==> src/rtl/aes_round_ctrl_pkg.sv <==
// Shared AES-128 definitions: controller states,
// round count and the key-schedule round constants.
package aes_round_ctrl_pkg;

  typedef enum logic [1:0] {
    IDLE,
    ROUND,
    DONE
  } state_t;

  localparam int NR_AES128 = 10;

  function automatic logic [7:0] rcon(input logic [3:0] r);
    logic [7:0] c;
    case (r)
      4'd1:    c = 8'h01;
      4'd2:    c = 8'h02;
      4'd3:    c = 8'h04;
      4'd4:    c = 8'h08;
      4'd5:    c = 8'h10;
      4'd6:    c = 8'h20;
      4'd7:    c = 8'h40;
      4'd8:    c = 8'h80;
      4'd9:    c = 8'h1b;
      4'd10:   c = 8'h36;
      default: c = 8'h00;
    endcase
    return c;
  endfunction

endpackage

==> src/rtl/aes_round_ctrl.sv <==
// Iterative AES round sequencer: one round per clock
// through an external combinational datapath and key schedule.
module aes_round_ctrl
  import aes_round_ctrl_pkg::*;
#(
  parameter int NR = NR_AES128
) (
  input  logic         clk,
  input  logic         rst,
  input  logic         in_valid,
  output logic         in_ready,
  input  logic [127:0] in_block,
  input  logic [127:0] in_key,
  output logic [127:0] dp_state,
  output logic [127:0] dp_key,
  output logic         dp_final,
  input  logic [127:0] dp_result,
  output logic [127:0] ks_key,
  output logic [7:0]   ks_rcon,
  input  logic [127:0] ks_next,
  output logic         out_valid,
  input  logic         out_ready,
  output logic [127:0] out_block,
  output logic         busy
);

  localparam logic [3:0] NR_W = 4'(NR);

  state_t       state_q, state_d;
  logic [3:0]   round_q, round_d;
  logic [127:0] sreg_q, sreg_d;
  logic [127:0] kreg_q, kreg_d;
  logic         last;

  assign last     = (round_q == NR_W);
  assign busy     = (state_q != IDLE);
  assign dp_state = sreg_q;
  assign ks_key   = kreg_q;
  assign dp_key   = ks_next;

  always_comb begin
    state_d   = state_q;
    round_d   = round_q;
    sreg_d    = sreg_q;
    kreg_d    = kreg_q;
    in_ready  = 1'b0;
    dp_final  = 1'b0;
    ks_rcon   = 8'h00;
    out_valid = 1'b0;
    out_block = '0;
    case (state_q)
      IDLE: begin
        in_ready = 1'b1;
        if (in_valid) begin
          state_d = ROUND;
          round_d = 4'd1;
          sreg_d  = in_block ^ in_key;
          kreg_d  = in_key;
        end
      end
      ROUND: begin
        dp_final = last;
        ks_rcon  = rcon(round_q);
        sreg_d   = dp_result;
        kreg_d   = ks_next;
        if (last) state_d = DONE;
        else      round_d = round_q + 4'd1;
      end
      DONE: begin
        out_valid = 1'b1;
        out_block = sreg_q;
        if (out_ready) state_d = IDLE;
      end
      default: state_d = IDLE;
    endcase
  end

  always_ff @(posedge clk) begin
    if (rst) begin
      state_q <= IDLE;
      round_q <= 4'd0;
      sreg_q  <= '0;
      kreg_q  <= '0;
    end else begin
      state_q <= state_d;
      round_q <= round_d;
      sreg_q  <= sreg_d;
      kreg_q  <= kreg_d;
    end
  end

endmodule

==> config.mk <==
export PLATFORM = sky130hd
export DESIGN_NAME = aes_round_ctrl
export DESIGN_NICKNAME = d
export VERILOG_FILES = /design/src/rtl/aes_round_ctrl_pkg.sv /design/src/rtl/aes_round_ctrl.sv
export SDC_FILE = /design/constraint.sdc
export NUM_CORES = 1
export LEC_CHECK = 0
export BUFFER_PORTS_ARGS = -buffer_cell sky130_fd_sc_hd__clkbuf_2
export CORE_AREA = 2 2 406 408
export CTS_CLUSTER_DIAMETER = 120
export DETAILED_ROUTE_END_ITERATION = 16
export DIE_AREA = 0 0 408 410
export SLEW_MARGIN = 20
export SYNTH_ARGS = -nofsm -noshare
export SYNTH_HDL_FRONTEND = slang
export SYNTH_SLANG_ARGS = --single-unit
==> constraint.sdc <==
create_clock -name clk -period 4.53 [get_ports clk]
set_clock_uncertainty 0.05 [all_clocks]
set_input_delay 0.2265 -clock clk [delete_from_list [all_inputs] [get_ports clk]]
set_output_delay 0.2265 -clock clk [all_outputs]
set_load 0.005 [all_outputs]
Word level (Yosys, flattened, before mapping). Memory sizes are Yosys's and may differ from the RTL's. A register that Yosys moved wholly into a read port is not among the register bits. Cells that the tools add are included.

Add/subtract/negate cells: 1. Equal/unequal tests: 7. Mux-type cells: 18. Bitwise operators: 1. Reduce and logical (&&, ||, !) cells: 6.

Operators with widths (count): $pmux 128 s2 (2); $mux 128 (3); $xor 128x128->128 (1); $mux 4 (4); $mux 8 (1); $ne 2x2->1 const B (4); $pmux 4 s2 (1); $mux 2 (3); $pmux 2 s3 (1); $reduce_and 3->1 (2); $add 4x1->4 const B (1); $eq 4x4->1 const B (1); $reduce_bool 2->1 (2); $mux 1 (3); $eq 2x1->1 const B (1); $eq 2x2->1 const B (1); $logic_not 2->1 (1); $reduce_and 2->1 (1).

Bits in registers: 262. ROM bits: 128. Input bits: 516. Output and inout port bits: 524. Memories kept: 1.

Memory list: (no name shown) (depth 16, width 8, read ports 1, clocked after Yosys merged registers in 1, write ports 0, RTL line aes_round_ctrl_pkg.sv:15) `case (r)`.

Depth between registers and ports, before layout.
Word-level depth: 5. Depth in mapped cells: 10. Depth with buffers taken out: 10.

Least setup slack after synthesis. Ideal clock, no wire load.

Kind: flip-flop to flip-flop. Start: reg round_q[0]. End: reg with a tool-made name. Setup time: 0.114 ns. Arrival time: 1.972 ns. Slack: 2.394 ns. Cell stages (with the launch flop): 10. Period minus slack after synthesis: 2.136 ns. Path through: dfxtp_1 inv_1 ha_1 and4b_1 nor2_2 nor2_1 a311oi_1 inv_1 ha_1 a2bb2o_4.

RTL lines: start: declaration (RTL line aes_round_ctrl.sv:30) `logic [3:0] round_q, round_d;`; start signal: assignment (RTL line aes_round_ctrl.sv:86) `round_q <= round_d;`.

Worst setup path after layout.
Start: reg state_q[0]. End: reg sreg_q[31] (netlist: dp_state[31]).

Word-level cells in the longest chain between the ends: 3. Elaborated cells between the ends (all ways): 6. Those cells by class: eq/ne (2); mux (1); reduce/logical (3).

Ends and longest elaborated chain: start: declaration (RTL line aes_round_ctrl.sv:29) `state_t state_q, state_d;`; start signal: assignment (RTL line aes_round_ctrl.sv:85) `state_q <= state_d;`; $eq 2x1->1 or $logic_not 2->1 (tied branches) (RTL line aes_round_ctrl.sv:51) `case (state_q)`; $reduce_bool 2->1 (no line) or $ne 2x2->1 (tied branches); $reduce_and 2->1 (no line); end signal: assignment (RTL line aes_round_ctrl.sv:87) `sreg_q <= sreg_d;`; end: declaration (RTL line aes_round_ctrl.sv:31) `logic [127:0] sreg_q, sreg_d;`.

Parallel ways exist; a longest one is shown, timed or not. A chain may end at the register's enable or synchronous reset.

==> results.sh <==
export IMPL_yosysMostFrequentCell="nor2_1"
export IMPL_ys_warn_count=0
export IMPL_drc=0
export IMPL_grt_pass1_wl_mm=156
export IMPL_hold_end="ks_key[19]"
export IMPL_nNetsFinal=3589
export IMPL_port_buffers=1039
export IMPL_fillers=18500
export IMPL_power_leakage_nw=12.1
export IMPL_gr_total_overflow=0
export IMPL_grt_max_degree=130
export IMPL_rows=149
export IMPL_cts_root_buffer="clkbuf_16"
export IMPL_vias=19400
export IMPL_r2r_end="dp_state[31]"
export IMPL_grt_pass1_vias=18400
export IMPL_grt_use_total_pct=13.5
export IMPL_hold_violations=0
export IMPL_clk_pin_slew_worst_paths_ns=0.06
export IMPL_routed_via_density=3.66
export IMPL_detail_route_antenna_nets=0
export IMPL_worstSetupEndpointType="flop"
export IMPL_ys_async_sr_fraction_pct=0
export IMPL_synthTopCellsByCount="nor2_1 (393), dfxtp_1 (270), nand2_1 (257)"
export IMPL_die_y_um=410
export IMPL_yosys_area_share_simple_pct=24.4
export IMPL_drt_pass1_iterations=6
export IMPL_tightest_slew_ns=1.18
export IMPL_slew_headroom_pct=21.1
export IMPL_area_growth_pct=92.0
export IMPL_die_x_um=408
export IMPL_initial_core_util_pct=8.54
export IMPL_required_ns=4.99
export IMPL_wire_per_inst_um=22.6
export IMPL_synth_top_area_share_pct=38.7
export IMPL_placed_area_um2=20600
export IMPL_insertion_delay_ns=0.59
export IMPL_synth_cells=1755
export IMPL_avgSynthCellArea_um2=7.95
export IMPL_yosys_top_cells_area="dfxtp_1 (39%), nor2_1 (11%), a311oi_1 (8.2%)"
export IMPL_cts_tree="yes"
export IMPL_arrival_ns=3.65
export IMPL_preCtsSetupSlack_ns=1.87
export IMPL_fin_ws_ns=1.35
export IMPL_cts_sink_count=270
export IMPL_total_power_mw=7.92
export IMPL_hp_start="in_key[19]"
export IMPL_reg2reg_from="state_q[0]"
export IMPL_holdWs_ns=0.0433
export IMPL_drt_initial_drc_count=1952
export IMPL_post_route_util_pct=16.4
export IMPL_vdd_ir_drop_max_uv=256
export IMPL_synth_seq_cells=270
export IMPL_status="completed"
export IMPL_setup_violations=0
export IMPL_hp_class="in -> reg"
export IMPL_io_pins=1040
export IMPL_cts_setup_buffers=0
export IMPL_stdcell_count=5301
export IMPL_die_area_um2=167000
export IMPL_reg2reg_depth=7
export IMPL_synthMuxAreaShare_pct=0.143
export IMPL_powerDensity_nw_per_um2=296
export IMPL_cts_buffers=38
export IMPL_synthAdderAreaFrac_pct=0.538
export IMPL_period_share_pct=70.2
export IMPL_rsz0062_at_grt="false"
export IMPL_coreArea_um2=163000
export IMPL_dp_cells=4734
export IMPL_ys_types=37
export IMPL_syn_cell_area_um2=14000
export IMPL_hpwlAfterDp_mm=94.2
export IMPL_slew_viol_final=0
export IMPL_final_area_um2=26800
export IMPL_synth_yosys_seq_area_share_pct=38.7
export IMPL_cts_max_path_buffers=3
export IMPL_ys_flop_type="dfxtp_1"
export IMPL_fmax_mhz=314
export IMPL_yosysTopAreaCell="dfxtp_1"
export IMPL_holdPathStages=3
export IMPL_rrSetupSlack_ns=1.35
export IMPL_cts_htree_levels=2
export IMPL_tns_ns=0
export IMPL_path_class="reg -> reg"
export IMPL_drive_above_1_share_pct=36.5
export IMPL_gp_congestion=1.01
export IMPL_worst_setup_path_start_kind="flop"
export IMPL_max_cap_violations=0
export IMPL_layout_min_cycle_time_ns=3.18
export IMPL_synth_xor_area_share_pct=8.03
export IMPL_synth_compound_area_share_pct=17.0
export IMPL_synth_edf_count=0
export IMPL_crit_fanout=67
export IMPL_synth_top_family_by_area="simple AND/OR/NAND/NOR gates"
export IMPL_totalWireLength_mm=120
export IMPL_syn_nets=2277
export IMPL_antenna_found_initial=49
==> routing by layer <==
metal / vias up / track usage (%) / part of all wire, %
li1: 8554 / - / -
met1: 9291 / 17.2 / 41
met2: 1277 / 20.1 / 43
met3: 268 / 4.76 / 11
met4: 26 / 6.65 / 5.3
met5: - / 0 / 0.14
==> state kept, by name, summed over array words and instances, names as in the netlist, named ones only <==
name / cells
ks_key: 128
round_q: 4
dp_state: 128
state_q: 2
==> report_power, final <==
group,total (mW),switching [mW],internal [mW]
clock,3.11,1.27,1.84
sequential,2.84,0.252,2.59
combinational,1.97,1.03,0.934
total,7.92,2.56,5.36
==> layout make-up <==
class | count | area [µm²] | share of cell area (%)
clock buffers | 57 | 1130 | 4.23
repair buffers | 1543 | 10300 | 38.4
diodes | 20 | 50.0 | 0.187
well taps | 2189 | 2740 | 10.2
multi-input cells | 1208 | 7030 | 26.2
clock inverters | 8 | 120 | 0.448
inverters | 6 | 27.5 | 0.103
flip-flops and latches | 270 | 5410 | 20.2
==> critical path, cell delays in order, from the launching register on <==
cell and delay, ns:
dfxtp_1 0.53, nor2_1 0.17, nand2_4 0.45, buf_12 0.37, buf_4 0.36, nor2_1 0.08
a311oi_1 0.27, dlygate4sd3_1 0.58
==> kinds of logic after synthesis <==
kind of cell    Yosys count
simple gates            803
buf+inv                 277
flops                   270
compound gates          269
xor+xnor                128
fa+ha+maj                 6
mux                       2
==> what timing repair did <==
action	in CTS	in global routing
endpoints found under the hold margin	254	0
gates resized for setup	0	0
hold buffers	481	0
==> placed cells by master, fill, tap and decap left out, drive strengths merged, types with 2 or more instances in the layout <==
master / Yosys / routed
a311oi: 130 / 130
and2: 136 / 136
buf: 169 / 24
bufinv: 0 / 2
clkbuf: 102 / 1095
clkinv: 0 / 3
clkinvlp: 0 / 3
dfxtp: 270 / 270
diode: 0 / 20
dlygate4sd3: 0 / 481
ha: 6 / 6
inv: 6 / 6
mux2i: 2 / 2
nand2: 257 / 257
nand2b: 3 / 3
nand3: 2 / 2
nor2: 394 / 394
nor2b: 3 / 3
nor3: 2 / 2
o21ai: 2 / 2
o221ai: 128 / 128
xor2: 128 / 128
==> how the worst max path moves through the flow <==
stage | end | slack, ns | depth (start not counted) | start
after floorplan | flop | 2.39 | 9 | round_q[0]
after global placement | dp_state[55] | 1.95 | 4 | state_q[0]
after detailed placement | dp_state[23] | 1.87 | 6 | state_q[0]
after CTS | dp_state[23] | 1.33 | 7 | state_q[0]
after global routing | dp_state[26] | 1.08 | 7 | state_q[0]
final | dp_state[31] | 1.35 | 7 | state_q[0]
(Power assumes the default switching activity.)
